## config.mk

```make
export PLATFORM = sky130hd
export DESIGN_NAME = line_tx_packetizer
export DESIGN_NICKNAME = d
export VERILOG_FILES = /design/src/rtl/line_tx_packetizer.sv
export SDC_FILE = /design/constraint.sdc
export NUM_CORES = 1
export LEC_CHECK = 0
export CAP_MARGIN = 25
export CORE_MARGIN = 2
export CORE_UTILIZATION = 30
export DETAILED_ROUTE_END_ITERATION = 10
export PLACE_DENSITY = 0.53
export SYNTH_ARGS = -nofsm -noshare
export SYNTH_HDL_FRONTEND = slang
export SYNTH_SLANG_ARGS = --single-unit
```

## constraint.sdc

```tcl
create_clock -name clk_50M -period 5.8 [get_ports clk_50M]
set_input_delay 0.58 -clock clk_50M [delete_from_list [all_inputs] [get_ports clk_50M]]
set_output_delay 0.58 -clock clk_50M [all_outputs]
set_load 0.01 [all_outputs]
```

## src/rtl/line_tx_packetizer.sv

```systemverilog
// line_tx_packetizer: frames one image line from the line buffer into a byte
// packet (HDR0, HDR1, line number, LINE_LEN samples, checksum) and streams it
// over a valid/ready byte interface to the SPI serializer. Buffer reads are
// prefetched into a 2-entry FIFO so the DATA phase sustains one byte per cycle
// while the serializer can stall the stream at any time.
module line_tx_packetizer #(
  parameter int         LINE_LEN = 512,
  parameter int         ADDR_W   = 9,
  parameter logic [7:0] HDR0     = 8'hA5,
  parameter logic [7:0] HDR1     = 8'h5A
) (
  input  logic              clk_50M,
  input  logic              reset,
  input  logic              line_start,
  input  logic [7:0]        line_num,
  output logic              buf_rd_en,
  output logic [ADDR_W-1:0] buf_addr,
  input  logic [7:0]        buf_data,
  output logic [7:0]        tx_data,
  output logic              tx_valid,
  input  logic              tx_ready,
  output logic              tx_last,
  output logic              busy,
  output logic [7:0]        overrun_cnt
);

  localparam logic [2:0] ST_IDLE  = 3'd0;
  localparam logic [2:0] ST_HDR0  = 3'd1;
  localparam logic [2:0] ST_HDR1  = 3'd2;
  localparam logic [2:0] ST_LNUM  = 3'd3;
  localparam logic [2:0] ST_DATA  = 3'd4;
  localparam logic [2:0] ST_CKSUM = 3'd5;

  localparam logic [ADDR_W-1:0] LAST_ADDR = ADDR_W'(LINE_LEN - 1);

  logic [2:0]        state_q;
  logic [2:0]        state_d;
  logic [7:0]        lnum_q;
  logic [7:0]        cksum_q;
  logic [ADDR_W-1:0] smp_cnt_q;   // samples already sent in this packet
  logic              rd_done_q;   // last address of the line has been read

  logic [7:0]        fifo_mem [2];
  logic              wr_ptr_q;
  logic              rd_ptr_q;
  logic [1:0]        fifo_cnt_q;
  logic              inflight_q;  // a read was issued last cycle; data lands now

  logic              xfer;
  logic              pop;
  logic              push;
  logic              start_ok;
  logic              prefetch_win;
  logic [2:0]        room_used;
  logic              rd_fire;

  assign xfer     = tx_valid & tx_ready;
  assign pop      = (state_q == ST_DATA) & xfer;
  assign push     = inflight_q;
  // A new line is taken when idle, or exactly on the checksum handoff so that
  // consecutive packets run with no idle cycle in between.
  assign start_ok = line_start & ((state_q == ST_IDLE) | ((state_q == ST_CKSUM) & xfer));

  // Occupancy is counted after this cycle's pop, otherwise a read could only
  // be issued every other cycle and DATA would bubble at full rate.
  assign prefetch_win = (state_q == ST_HDR0) | (state_q == ST_HDR1) |
                        (state_q == ST_LNUM) | (state_q == ST_DATA);
  assign room_used    = {1'b0, fifo_cnt_q} - {2'b00, pop} + {2'b00, inflight_q};
  assign rd_fire      = ~reset & prefetch_win & ~rd_done_q & (room_used < 3'd2);
  assign buf_rd_en    = rd_fire;

  assign busy    = (state_q != ST_IDLE);
  assign tx_last = (state_q == ST_CKSUM);

  // Output byte and valid are decoded from state and FIFO head, both of which
  // only change on a transfer, so they hold steady through a stall.
  always_comb begin
    // NOTE: every output of a combinational block gets a default first, so no
    // path leaves it unassigned and no latch is inferred.
    tx_valid = 1'b0;
    tx_data  = 8'h00;
    case (state_q)
      ST_HDR0:  begin tx_valid = 1'b1;               tx_data = HDR0;               end
      ST_HDR1:  begin tx_valid = 1'b1;               tx_data = HDR1;               end
      ST_LNUM:  begin tx_valid = 1'b1;               tx_data = lnum_q;             end
      ST_DATA:  begin tx_valid = (fifo_cnt_q != 0);  tx_data = fifo_mem[rd_ptr_q]; end
      ST_CKSUM: begin tx_valid = 1'b1;               tx_data = cksum_q;            end
      default:  begin tx_valid = 1'b0;               tx_data = 8'h00;              end
    endcase
  end

  // Next-state decode: header/line-number states advance on transfer, DATA
  // leaves after the final sample, CKSUM returns to IDLE or restarts.
  always_comb begin
    state_d = state_q;
    case (state_q)
      ST_IDLE:  if (start_ok) state_d = ST_HDR0;
      ST_HDR0:  if (xfer)     state_d = ST_HDR1;
      ST_HDR1:  if (xfer)     state_d = ST_LNUM;
      ST_LNUM:  if (xfer)     state_d = ST_DATA;
      ST_DATA:  if (pop && (smp_cnt_q == LAST_ADDR)) state_d = ST_CKSUM;
      ST_CKSUM: if (xfer)     state_d = start_ok ? ST_HDR0 : ST_IDLE;
      default:                state_d = ST_IDLE;
    endcase
  end

  // Packet control: state, latched line number, running checksum, sample
  // count and read address.
  always_ff @(posedge clk_50M) begin
    // NOTE: sequential state uses non-blocking assignments only, so every
    // register samples the pre-edge values regardless of statement order.
    if (reset) begin
      state_q   <= ST_IDLE;
      lnum_q    <= 8'h00;
      cksum_q   <= 8'h00;
      smp_cnt_q <= '0;
      buf_addr  <= '0;
      rd_done_q <= 1'b0;
    end else begin
      state_q <= state_d;
      if (start_ok) begin
        lnum_q    <= line_num;
        cksum_q   <= line_num;
        smp_cnt_q <= '0;
        buf_addr  <= '0;
        rd_done_q <= 1'b0;
      end else begin
        if (pop) begin
          cksum_q   <= cksum_q + fifo_mem[rd_ptr_q];
          smp_cnt_q <= smp_cnt_q + 1'b1;
        end
        if (rd_fire) begin
          if (buf_addr == LAST_ADDR) rd_done_q <= 1'b1;
          else                       buf_addr  <= buf_addr + 1'b1;
        end
      end
    end
  end

  // Sample FIFO storage: written by the read data one cycle after each read.
  always_ff @(posedge clk_50M) begin
    // NOTE: the storage array has no reset; the cleared occupancy count gates
    // every read of it, so stale contents can never reach the output.
    if (push) fifo_mem[wr_ptr_q] <= buf_data;
  end

  // Sample FIFO pointers, occupancy and the read-in-flight flag.
  always_ff @(posedge clk_50M) begin
    if (reset) begin
      wr_ptr_q   <= 1'b0;
      rd_ptr_q   <= 1'b0;
      fifo_cnt_q <= 2'd0;
      inflight_q <= 1'b0;
    end else begin
      inflight_q <= rd_fire;
      if (push) wr_ptr_q <= ~wr_ptr_q;
      if (pop)  rd_ptr_q <= ~rd_ptr_q;
      case ({push, pop})
        2'b10:   fifo_cnt_q <= fifo_cnt_q + 2'd1;
        2'b01:   fifo_cnt_q <= fifo_cnt_q - 2'd1;
        default: fifo_cnt_q <= fifo_cnt_q;
      endcase
    end
  end

  // Saturating count of line_start pulses that arrive while a packet is busy.
  always_ff @(posedge clk_50M) begin
    if (reset) begin
      overrun_cnt <= 8'h00;
    end else if (line_start && !start_ok && (overrun_cnt != 8'hFF)) begin
      overrun_cnt <= overrun_cnt + 8'h01;
    end
  end

endmodule

```

Word-level counts from Yosys, hierarchy flattened
Memory sizes are Yosys's and may differ from the RTL's. A register that Yosys moved wholly into a read port is not among the register bits.
Cells that the tools add are included.
{ "word_totals": {"mem_bits_ro": 0, "in_bits": 20, "regBits": 51, "out_inout_bits": 29, "mem_count": 1, "word_cells": 84, "mem_bits_rw": 16, "latchBits": 0} }
{ "mem_list": {"columns": ["memory", "depth", "word_bits", "rd", "rd_ports_with_merged_regs", "write_ports", "line_no", "rtl"], "rows": [
  ["fifo_mem", 2, 8, 1, 1, 1, "43", "logic [7:0] fifo_mem [2];"]
]} }
{ "op_classes": {"shift": 0, "n_addsub": 8, "n_reduce_logical": 14, "mul": 0, "n_mux": 17, "order_cmp": 1, "bitwise": 16, "n_eq_ne": 16, "n_div": 0} }
{ "op_table": {"columns": ["operator", "count"], "rows": [
  ["8-bit case mux with 5 select lines", 1],
  ["9-bit by 1-bit adder with 9-bit output, second input constant", 2],
  ["9-bit equality test, second input constant", 2],
  ["3-bit 2-to-1 mux", 6],
  ["3-bit case mux with 6 select lines", 1],
  ["8-bit 2-to-1 mux", 2],
  ["8-bit by 1-bit adder with 8-bit output, second input constant", 1],
  ["8-bit adder", 1],
  ["2-bit inequality test, second input constant", 4],
  ["8-bit inequality test, second input constant", 1],
  ["1-bit bitwise AND", 7],
  ["3-bit by 2-bit equality test with 1-bit output, second input constant", 2],
  ["3-bit equality test, second input constant", 2],
  ["6-bit AND reduction", 1],
  ["2-bit nonzero test", 3],
  ["1-bit 2-to-1 mux", 5],
  ["1-bit NOT", 5],
  ["2-bit by 1-bit inequality test with 1-bit output, second input constant", 2],
  ["1-bit bitwise OR", 4],
  ["2-bit case mux with 2 select lines", 1],
  ["2-bit AND reduction", 2],
  ["4-bit OR reduction", 1],
  ["3-bit by 1-bit adder with 3-bit output", 1],
  ["3-bit by 1-bit equality test with 1-bit output, second input constant", 1],
  ["12 further kinds", 14]
]} }

Logic depth before layout (Yosys ltp)
Gate-level depths: netlist of the first run.
{ "logic_depth": {"word_depth": 10, "ltp_mapped": 15} }

Least setup slack after synthesis of the first run
No wires, ideal clock.
{ "synth_path": {"kind": "register to output", "start": "register state_q[1]", "end": "output port buf_rd_en", "path_stages_with_launch": 13, "path_buffers": 4, "arrival_ps": 3332, "required_ps": 5220, "slack_ps": 1888, "cell_sequence": "dfxtp_1 buf_2 or3b_1 buf_2 or2_1 buf_2 inv_2 buf_6 ha_1 nand2b_1 fa_1 or3b_2 a211oi_1"} }
{ "synth_between": {"elab_chain_len": 9, "word_cells_on_any_way": 18} }
{ "synth_lines": {"columns": ["item", "line_no", "rtl"], "rows": [
  ["start, declared", "36", "logic [2:0] state_q;"],
  ["start signal, assigned", "120", "state_q <= state_d;"],
  ["3-bit equality test, or another cell as far along", "82", "case (state_q)"],
  ["4-bit OR reduction (no line)", null, null],
  ["1-bit case mux with 2 select lines", "82", null],
  ["1-bit bitwise AND", "57", "assign xfer = tx_valid & tx_ready;"],
  ["1-bit bitwise AND (*)", "58", "assign pop = (state_q == ST_DATA) & xfer;"],
  ["named net pop", "50", "logic pop;"],
  ["2-bit by 1-bit subtractor with 3-bit output (*)", "68", "assign room_used = {1'b0, fifo_cnt_q} - {2'b00, pop} + {2'b00, inflight_q};"],
  ["3-bit by 1-bit adder with 3-bit output (*)", "68", null],
  ["3-bit by 2-bit < comparator with 1-bit output (*)", "69", "assign rd_fire = ~reset & prefetch_win & ~rd_done_q & (room_used < 3'd2);"],
  ["1-bit bitwise AND (*)", "69", null],
  ["end, declared", "16", "output logic buf_rd_en,"]
]} }
The timed path passes the listed nets; every way through them passes the cells marked *.

Final worst setup path of the first run
{ "layout_path": {"start": "register state_q[1]", "end": "output port buf_rd_en"} }
{ "layout_between": {"elab_chain_len": 9, "word_cells_on_any_way": 18} }
{ "layout_lines": {"columns": ["item", "line_no"], "rows": [
  ["3-bit equality test, or another cell as far along", "82"],
  ["4-bit OR reduction (no line)", null],
  ["1-bit case mux with 2 select lines", "82"],
  ["1-bit bitwise AND", "57"],
  ["1-bit bitwise AND", "58"],
  ["2-bit by 1-bit subtractor with 3-bit output", "68"],
  ["3-bit by 1-bit adder with 3-bit output", "68"],
  ["3-bit by 2-bit < comparator with 1-bit output", "69"],
  ["1-bit bitwise AND (*)", "69"]
]} }
Every way passes the cells marked *; elsewhere a longest branch is shown, timed or not.

==> results of run 1 <==
[state kept, by name (all words and copies together) (netlist names), named ones only]
name and count:
lnum_q 8, rd_done_q 1, fifo_cnt_q 2, inflight_q 1, cksum_q 8, wr_ptr_q 1, overrun_cnt 8, buf_addr 9
smp_cnt_q 9, state_q 3, rd_ptr_q 1, fifo_mem 16
[synth_stat cells (2+ instances only)]
library cell / instances
mux2i_1: 5
inv_1: 13
a21oi_1: 24
mux2_2: 9
o22ai_1: 7
buf_2: 4
nand2b_1: 4
and2_1: 2
or2_2: 4
nor2_1: 42
xor2_1: 14
a22oi_1: 7
edfxtp_1: 16
ha_1: 15
nor2b_1: 4
or3_1: 5
nand3_1: 9
clkbuf_1: 14
o21ai_0: 18
or4_1: 2
xnor2_1: 11
nand2_1: 32
and3_1: 7
nor3_1: 8
a31oi_1: 4
fa_1: 2
nand4_1: 9
o211ai_1: 3
dfxtp_1: 52
a211oi_1: 10
nor4b_1: 2
a21o_1: 2
[layer usage]
metal	track usage [%]	wire [um]	vias to the layer above	share of wire, %
li1	-	-	1441	-
met1	17.9	4080	1381	47
met2	23.2	4000	75	47
met3	4.35	453	7	5.3
met4	3.95	70	0	0.81
met5	0	0	-	0
[final cells by class]
cell class,instances,area (um^2),area share (%)
clock buffer,9,225,5.15
clock inverter,7,80.1,1.83
inverter,14,52.6,1.20
multi-input combinational,278,1810,41.5
sequential,68,1520,34.8
tap,143,179,4.09
timing repair buffer,51,503,11.5
[metrics by stage]
stage               cell area [um^2]  power (mW)  std cells  hold WS, ps
CTS                             4380        1.43        570          454
global route                    4380        1.49        570          484
finish                          4380        1.42        570          454
floorplan                       3470       0.749        379          429
global placement                4070       0.853        554          439
detailed placement              4070       0.857        554          446
[final timing paths]
check / start / to / cells after the start
max: state_q[1] / buf_rd_en / 9
min: lnum_q[3] / lnum_q[3] / 2
max reg2reg: state_q[1] / buf_addr[7] / 11
min reg2reg: lnum_q[3] / lnum_q[3] / 2
[power by group through the flow]
stage               Combinational [mW]  Sequential (mW)  Clock, mW
CTS                              0.294            0.555      0.578
finish                           0.292            0.556      0.569
global placement                 0.289            0.564          0
global route                     0.322            0.561      0.605
detailed placement               0.292            0.565          0
floorplan                        0.197            0.551          0
[logic make-up after synthesis]
kind of cell	count (synthesis)	synth area share, %
AOI/OAI and AO/OA	85	15.7
and+or+nand+nor	137	19.2
adders and majority gates	17	6.57
DFF	68	43.9
muxes	14	4.37
xor gates and xnor gates	25	6.32
buffers and inverters	33	3.93
[critical path, stage by stage, from the launching register on]
cell and delay [ps]:
dfxtp_1 500, or3b_1 550, or2_1 370, inv_2 300, ha_1 330, nand2b_1 170
fa_1 490, or3b_2 500, a211oi_1 380, clkdlybuf4s50_1 620
==> summary.txt, run 1 <==
Run status
  – Status: finished clean

STA
  – Worst Skew: 7.89 ps
  – Max-slew headroom: 52.3%
  – Unrepaired setup endpoints after global routing: no
  – Final count of hold timing violations: 0
  – Max Fclk: 194 MHz
  – Setup total negative slack: 0 ps
  – Finish-stage setup viols: 0
  – Slew Limit Fails: 0
  – Worst slew pin tran: 713 ps
  – Tmin final: 5150 ps
  – Final worst slack: 651 ps
  – Part of the cycle the worst path needs: 88.8%

Floorplanning
  – Full die area: 12,400 um^2
  – Num ports: 49
  – Die width: 112 um
  – Rows: 39
  – Starting Density: 30.5%
  – CORE AREA: 11,400 um^2
  – Die height: 112 um

Clock tree
  – H-tree depth: 3
  – Root buf cell: clkbuf_16
  – Longest Clk Path Bufs: 2
  – Resized Gates After CTS: 0
  – Worst-skew pair later-pin latency: 340 ps
  – Num Clock Sinks: 68
  – CTS Buf Count: 9
  – Setup Buffers After CTS: 0
  – Hold buffers post-CTS: 0
  – CTS clock-pin slew for the worst setup and hold paths: 60 ps
  – CTS tree: built

Placement
  – Input/output buffers: 48
  – Gpl congestion: 0.859
  – Worst slack, placed: 783 ps
  – Placed wire-length estimate: 6000 um

Route
  – WL/cell: 15.1 um
  – DR iter-0 viols: 201
  – Routed Antenna Nets: 0
  – DRT Pass-1 Iters: 4
  – Vias per Instance: 5.09
  – Drc violations: 0
  – Vias: 2,904
  – Post-Route WL: 8600 um

Worst hold path
  – Worst min-delay path class: reg -> reg

Run
  – Maximum Capacitance Violations: 0

Synthesis
  – Syn_area_per_cell: 9.15 um^2
  – Top FF cell, synth: dfxtp_1
  – Async S/R FF share, synth: 0%
  – Mapped cell area: 3470 um^2
  – Synth unique cells: 51
  – Share of the synthesized area in the top cell type: 30.0%
  – EDFF count, synth: 16
  – Sequential share of the synthesized area: 43.9%
  – Warnings from Yosys: 0
  – Post-Syn Instances: 379
  – Biggest area consumer among synthesized cells: dfxtp_1
  – Register bit total from synthesis: 68
  – Synthesized Nets: 416
  – Largest cells by area after synthesis: dfxtp_1 (30%), edfxtp_1 (14%), ha_1 (5.4%)

Global routing
  – Initial antenna violation count: 0
  – Grt ovf: 0
  – First-pass GRT wire length: 13,900 um
  – Pin count of the biggest net entering global routing: 36
  – Gr usage total: 14.1%
  – Vias in the first global route: 2,805

Finish
  – Final #Nets: 459
  – Final Core Density: 38.5%
  – Most frequent cells in the layout: dfxtp_1 (52), clkdlybuf4s50_1 (48), nor2_1 (42)
  – FILL cells: 1,162
  – Commonest non-fill, non-tap cell in the layout: dfxtp_1
  – # diodes: 0
  – Layout cells sized above 1: 8.43%
  – Area Growth Syn to Fin: 26.2%

Power
  – Pleak: 1.57 nW
  – Switching pwr: 428 uW
  – Logic pwr share: 20.6%
  – Clock power share: 40.2%
  – Switching share of power: 30.2%
  – Internal power: 988 uW
  – PD cells: 324 nW/um^2
  – VDD IR max: 0.129 mV
  – Sequential power share: 39.2%

Critical path
  – Req. time, crit path: 5220 ps
  – CP Class: reg -> out
  – Critical Path AT: 4570 ps
  – Crit path capture type: output pin
  – Crit-path max FO: 19
  – CP Launch Type: flop
  – Reg2reg setup slack: 1450 ps
No activity file was read; power rests on OpenSTA's default activity.
==> run 2, diff against run 1 <==
- CORE_UTILIZATION: 30 -> 50
- PLACE_DENSITY: 0.53 -> 0.78
==> summary.txt, run 2 (same netlist as run 1, synthesis figures left out) <==
Clock tree
  – Worst-skew pair later-pin latency: 350 ps
  – Num Clock Sinks: 68
  – Resized Gates After CTS: 0
  – CTS clock-pin slew for the worst setup and hold paths: 70 ps
  – Root buf cell: clkbuf_8
  – Longest Clk Path Bufs: 2
  – H-tree depth: 3
  – Setup Buffers After CTS: 0
  – CTS Buf Count: 9
  – CTS tree: built
  – Hold buffers post-CTS: 0

Global routing
  – Grt ovf: 0
  – Initial antenna violation count: 0
  – First-pass GRT wire length: 12,700 um
  – Vias in the first global route: 2,773
  – Pin count of the biggest net entering global routing: 36
  – Gr usage total: 21.3%

Power
  – Internal power: 850 uW
  – Switching pwr: 389 uW
  – Sequential power share: 44.8%
  – PD cells: 295 nW/um^2
  – Pleak: 1.52 nW
  – Switching share of power: 31.4%
  – Final Power: 1.24 mW
  – Logic pwr share: 23.5%
  – VDD IR max: 0.162 mV
  – Clock power share: 31.7%

Critical path
  – CP Class: reg -> out
  – Crit-path max FO: 19
  – Crit path capture type: output pin
  – CP Launch Type: flop
  – Req. time, crit path: 5220 ps
  – Critical Path AT: 4500 ps

STA
  – Max-slew headroom: 52.2%
  – Tmin final: 5080 ps
  – Final worst slack: 723 ps
  – Finish-stage setup viols: 0
  – Worst slew pin tran: 715 ps
  – Max Fclk: 197 MHz
  – Final count of hold timing violations: 0
  – Slew Limit Fails: 0
  – Setup total negative slack: 0 ps
  – Part of the cycle the worst path needs: 87.5%
  – Worst Skew: 9.56 ps
  – Unrepaired setup endpoints after global routing: no

Finish
  – FILL cells: 565
  – # diodes: 0
  – Area Growth Syn to Fin: 21.0%
  – Layout cells sized above 1: 8.20%
  – Top Registers: fifo_mem: 16 flops, buf_addr: 9 flops, smp_cnt_q: 9 flops
  – Final Core Density: 62.1%
  – Commonest non-fill, non-tap cell in the layout: dfxtp_1
  – Max reg flops: 16
  – Most frequent cells in the layout: dfxtp_1 (52), clkdlybuf4s50_1 (48), nor2_1 (42)
  – Final instance area: 4190 um^2
  – Final #Nets: 459
  – Top reg by flops: fifo_mem

Route
  – WL/cell: 15.4 um
  – Vias per Instance: 5.75
  – Drc violations: 0
  – DR iter-0 viols: 280
  – Vias: 2,913
  – Routed Antenna Nets: 0
  – Post-Route WL: 7830 um
  – DRT Pass-1 Iters: 4

Floorplanning
  – Die height: 87.3 um
  – CORE AREA: 6760 um^2
  – Num ports: 49
  – Starting Density: 51.3%
  – Rows: 30
  – Die width: 87.3 um
  – Full die area: 7620 um^2

Run status
  – Status: finished clean

Placement
  – Worst slack, placed: 919 ps
  – Placed cell areas: 4000 um^2
  – Placed wire-length estimate: 5580 um
  – Gpl congestion: 0.838
  – Input/output buffers: 48

Worst hold path
  – Worst min-delay path class: reg -> reg

Run
  – Maximum Capacitance Violations: 0
==> run 2: cell types whose count changed in the layout (fill, tap and decap cells not counted), sizes merged <==
cell	before	now
inv	18	15
clkinv	0	3
==> run 2: per-layer routing <==
layer  track usage [%]  vias to the layer above  part of all wire [%]
met4              7.97                        0                   1.5
met1              27.4                     1376                    45
met3              4.83                       12                   5.4
met5                 0                        -                     0
li1                  -                     1440                     -
met2              34.8                       85                    48
==> run 2: cell type report <==
type | count | area (um^2) | area share, %
multi-input cells | 278 | 1810 | 43.3
flip-flops and latches | 68 | 1520 | 36.3
repair buffers | 51 | 507 | 12.1
clock buffers | 9 | 124 | 2.95
well taps | 80 | 100 | 2.39
clock inverters | 7 | 75.1 | 1.79
inverters | 14 | 52.6 | 1.25
==> run 2: worst paths after layout <==
| check | slack, ps | cells past startpoint | start | end |
|---|---|---|---|---|
| max | 720 | 9 | state_q[1] | buf_rd_en |
| max reg2reg | 1510 | 11 | state_q[1] | buf_addr[7] |
| min | 460 | 2 | lnum_q[0] | lnum_q[0] |
| min reg2reg | 460 | 2 | lnum_q[0] | lnum_q[0] |
==> run 2: per-stage QoR <==
| stage | instances | hold WS, ps |
|---|---|---|
| after floorplan | 379 | 429 |
| after global placement | 490 | 438 |
| after detailed placement | 491 | 447 |
| after CTS | 507 | 459 |
| after global routing | 507 | 476 |
| final | 507 | 459 |
==> run 2: power groups by stage <==
stage	Clock (mW)	Sequential [mW]	Combinational (mW)
detailed placement	0	0.565	0.286
CTS	0.400	0.554	0.290
global placement	0	0.563	0.276
global route	0.420	0.559	0.320
finish	0.392	0.555	0.292
floorplan	0	0.551	0.197
==> run 2: critical path: stages, from the launching register on <==
cell and delay [ps]:
dfxtp_1 490, or3b_1 540, or2_1 370, inv_2 290
ha_1 330, nand2b_1 170, fa_1 490, or3b_2 500
a211oi_1 350, clkdlybuf4s50_1 610
==> run 3, diff against run 2 <==
- CORE_ASPECT_RATIO: default -> 0.9
- SETUP_SLACK_MARGIN: default -> 0.15
==> summary.txt, run 3 (same netlist as run 1, synthesis figures left out) <==
Critical path
  – R2r worst-path depth: 11
  – Crit path capture type: output pin
  – Slowest cell on crit path: dfxtp_1
  – CP Launch Type: flop
  – Critical Path AT: 4800 ps
  – CP Class: reg -> out
  – Req. time, crit path: 5220 ps
  – Critical R2R Launch: state_q[2]
  – Slowest stage delay, CP: 770 ps
  – Worst r2r dst: buf_addr[7]
  – Reg2reg setup slack: 1180 ps
  – Crit-path max FO: 27
  – Critical-path cell list: or3b_1 -> or2_1 -> inv_2 -> ha_1 -> nand2b_1 -> fa_1 -> or3b_2 -> a211oi_1 -> clkdlybuf4s50_1

Clock tree
  – Num Clock Sinks: 68
  – Setup Buffers After CTS: 0
  – CTS tree: built
  – Worst-skew pair later-pin latency: 350 ps
  – Longest Clk Path Bufs: 2
  – Resized Gates After CTS: 0
  – Root buf cell: clkbuf_8
  – CTS Buf Count: 9
  – Hold buffers post-CTS: 0
  – CTS clock-pin slew for the worst setup and hold paths: 80 ps
  – H-tree depth: 3

Power
  – Logic pwr share: 21.0%
  – VDD IR max: 0.272 mV
  – PD cells: 320 nW/um^2
  – Switching pwr: 384 uW
  – Sequential power share: 40.7%
  – Internal power: 982 uW
  – Switching share of power: 28.1%
  – Clock power share: 38.3%
  – Pleak: 1.55 nW

Floorplanning
  – Rows: 28
  – CORE AREA: 6660 um^2
  – Die width: 91.8 um
  – Full die area: 7620 um^2
  – Starting Density: 52.1%
  – Die height: 83 um
  – Num ports: 49

Global routing
  – Grt ovf: 0
  – Initial antenna violation count: 0
  – Pin count of the biggest net entering global routing: 36
  – Gr usage total: 21.4%
  – Vias in the first global route: 2,762
  – First-pass GRT wire length: 13,000 um

STA
  – Worst Skew: 8.48 ps
  – Setup total negative slack: 0 ps
  – Part of the cycle the worst path needs: 92.8%
  – Final count of hold timing violations: 0
  – Hold Slack: 457 ps
  – Finish-stage setup viols: 0
  – Slew Limit Fails: 0
  – Unrepaired setup endpoints after global routing: no
  – Tmin final: 5380 ps
  – Max Fclk: 186 MHz
  – Worst slew pin tran: 708 ps
  – Max-slew headroom: 52.7%

Route
  – Routed Antenna Nets: 0
  – Drc violations: 0
  – Vias: 2,891
  – Post-Route WL: 7690 um
  – WL/cell: 14.9 um
  – DRT Pass-1 Iters: 4
  – DR iter-0 viols: 264
  – Vias per Instance: 5.60

Finish
  – Max reg flops: 16
  – # diodes: 0
  – Commonest non-fill, non-tap cell in the layout: dfxtp_1
  – Top Registers: fifo_mem: 16 flops, buf_addr: 9 flops, smp_cnt_q: 9 flops
  – Layout cells sized above 1: 8.22%
  – Final #Nets: 458
  – Area Growth Syn to Fin: 23.1%
  – Post-Layout Cell Count: 516
  – Top reg by flops: fifo_mem
  – Most frequent cells in the layout: dfxtp_1 (52), clkdlybuf4s50_1 (48), nor2_1 (42)
  – Area of the multi-input gates: 1810 um^2
  – FILL cells: 550
  – Final instance area: 4270 um^2
  – FF/Latch Area: 1520 um^2

Placement
  – Cell count after placement: 499
  – Input/output buffers: 48
  – Placed cell areas: 3990 um^2
  – Placed wire-length estimate: 5390 um
  – Gpl congestion: 0.895

Worst hold path
  – Worst Hold Depth: 2
  – WHS Endpoint: lnum_q[4]
  – Hold_sp: lnum_q[4]
  – Worst min-delay path class: reg -> reg

Run status
  – Status: finished clean

Run
  – Maximum Capacitance Violations: 0
-- run 3: cell count changes in the layout (fill, tap and decap cells not counted) --
cell | before | now
buf_6 | 1 | 0
bufinv_16 | 1 | 4
clkinv_1 | 1 | 0
clkinvlp_4 | 2 | 0
clkinv_4 | 2 | 1
inv_6 | 1 | 2
-- run 3: critical path: cells and delay by family, from the launching register on --
| kind | cells | cell delay, ps |
|---|---|---|
| and+or+nand+nor | 4 | 1580 |
| buffers and inverters | 2 | 910 |
| adders and majority gates | 2 | 830 |
| DFF | 1 | 770 |
| AOI/OAI and AO/OA | 1 | 350 |
-- run 3: power by group through the flow --
stage	clock, mW	combinational [mW]	sequential [mW]
floorplan	0	0.197	0.551
global placement	0	0.276	0.564
detailed placement	0	0.280	0.566
CTS	0.531	0.283	0.555
global route	0.550	0.316	0.562
finish	0.524	0.287	0.555
-- run 3: final cells by class --
class / instances / share of cell area [%]
Sequential cell: 68 / 35.7
Clock inverter: 7 / 3.43
Tap cell: 90 / 2.64
Timing Repair Buffer: 50 / 11.6
Inverter: 14 / 1.23
Multi-Input combinational cell: 278 / 42.5
Clock buffer: 9 / 2.90
-- run 3: metrics by stage --
stage                     setup slack [ps]  power [mW]  utilization, %
after global placement                 910       0.840            59.9
after CTS                              447        1.37            64.0
after global routing                   155        1.43            64.1
after detailed placement               885       0.846            59.9
after floorplan                       1890       0.749               -
final                                  418        1.37            64.1
-- run 3: worst max-delay path by stage --
stage	startpoint	endpoint	slack (ps)	cells past startpoint
after floorplan	state_q[1]	buf_rd_en	1890	12
after global placement	state_q[2]	buf_rd_en	910	9
after detailed placement	state_q[2]	buf_rd_en	890	9
after CTS	state_q[2]	buf_rd_en	450	9
after global routing	state_q[2]	buf_rd_en	150	9
final	state_q[2]	buf_rd_en	420	9
-- run 3: metal layers --
| metal | up-vias | wire length (um) | track usage [%] |
|---|---|---|---|
| li1 | 1443 | - | - |
| met1 | 1338 | 3610 | 28.7 |
| met2 | 101 | 3400 | 32.6 |
| met3 | 9 | 587 | 6.26 |
| met4 | 0 | 86 | 8.01 |
| met5 | - | 0 | 0 |
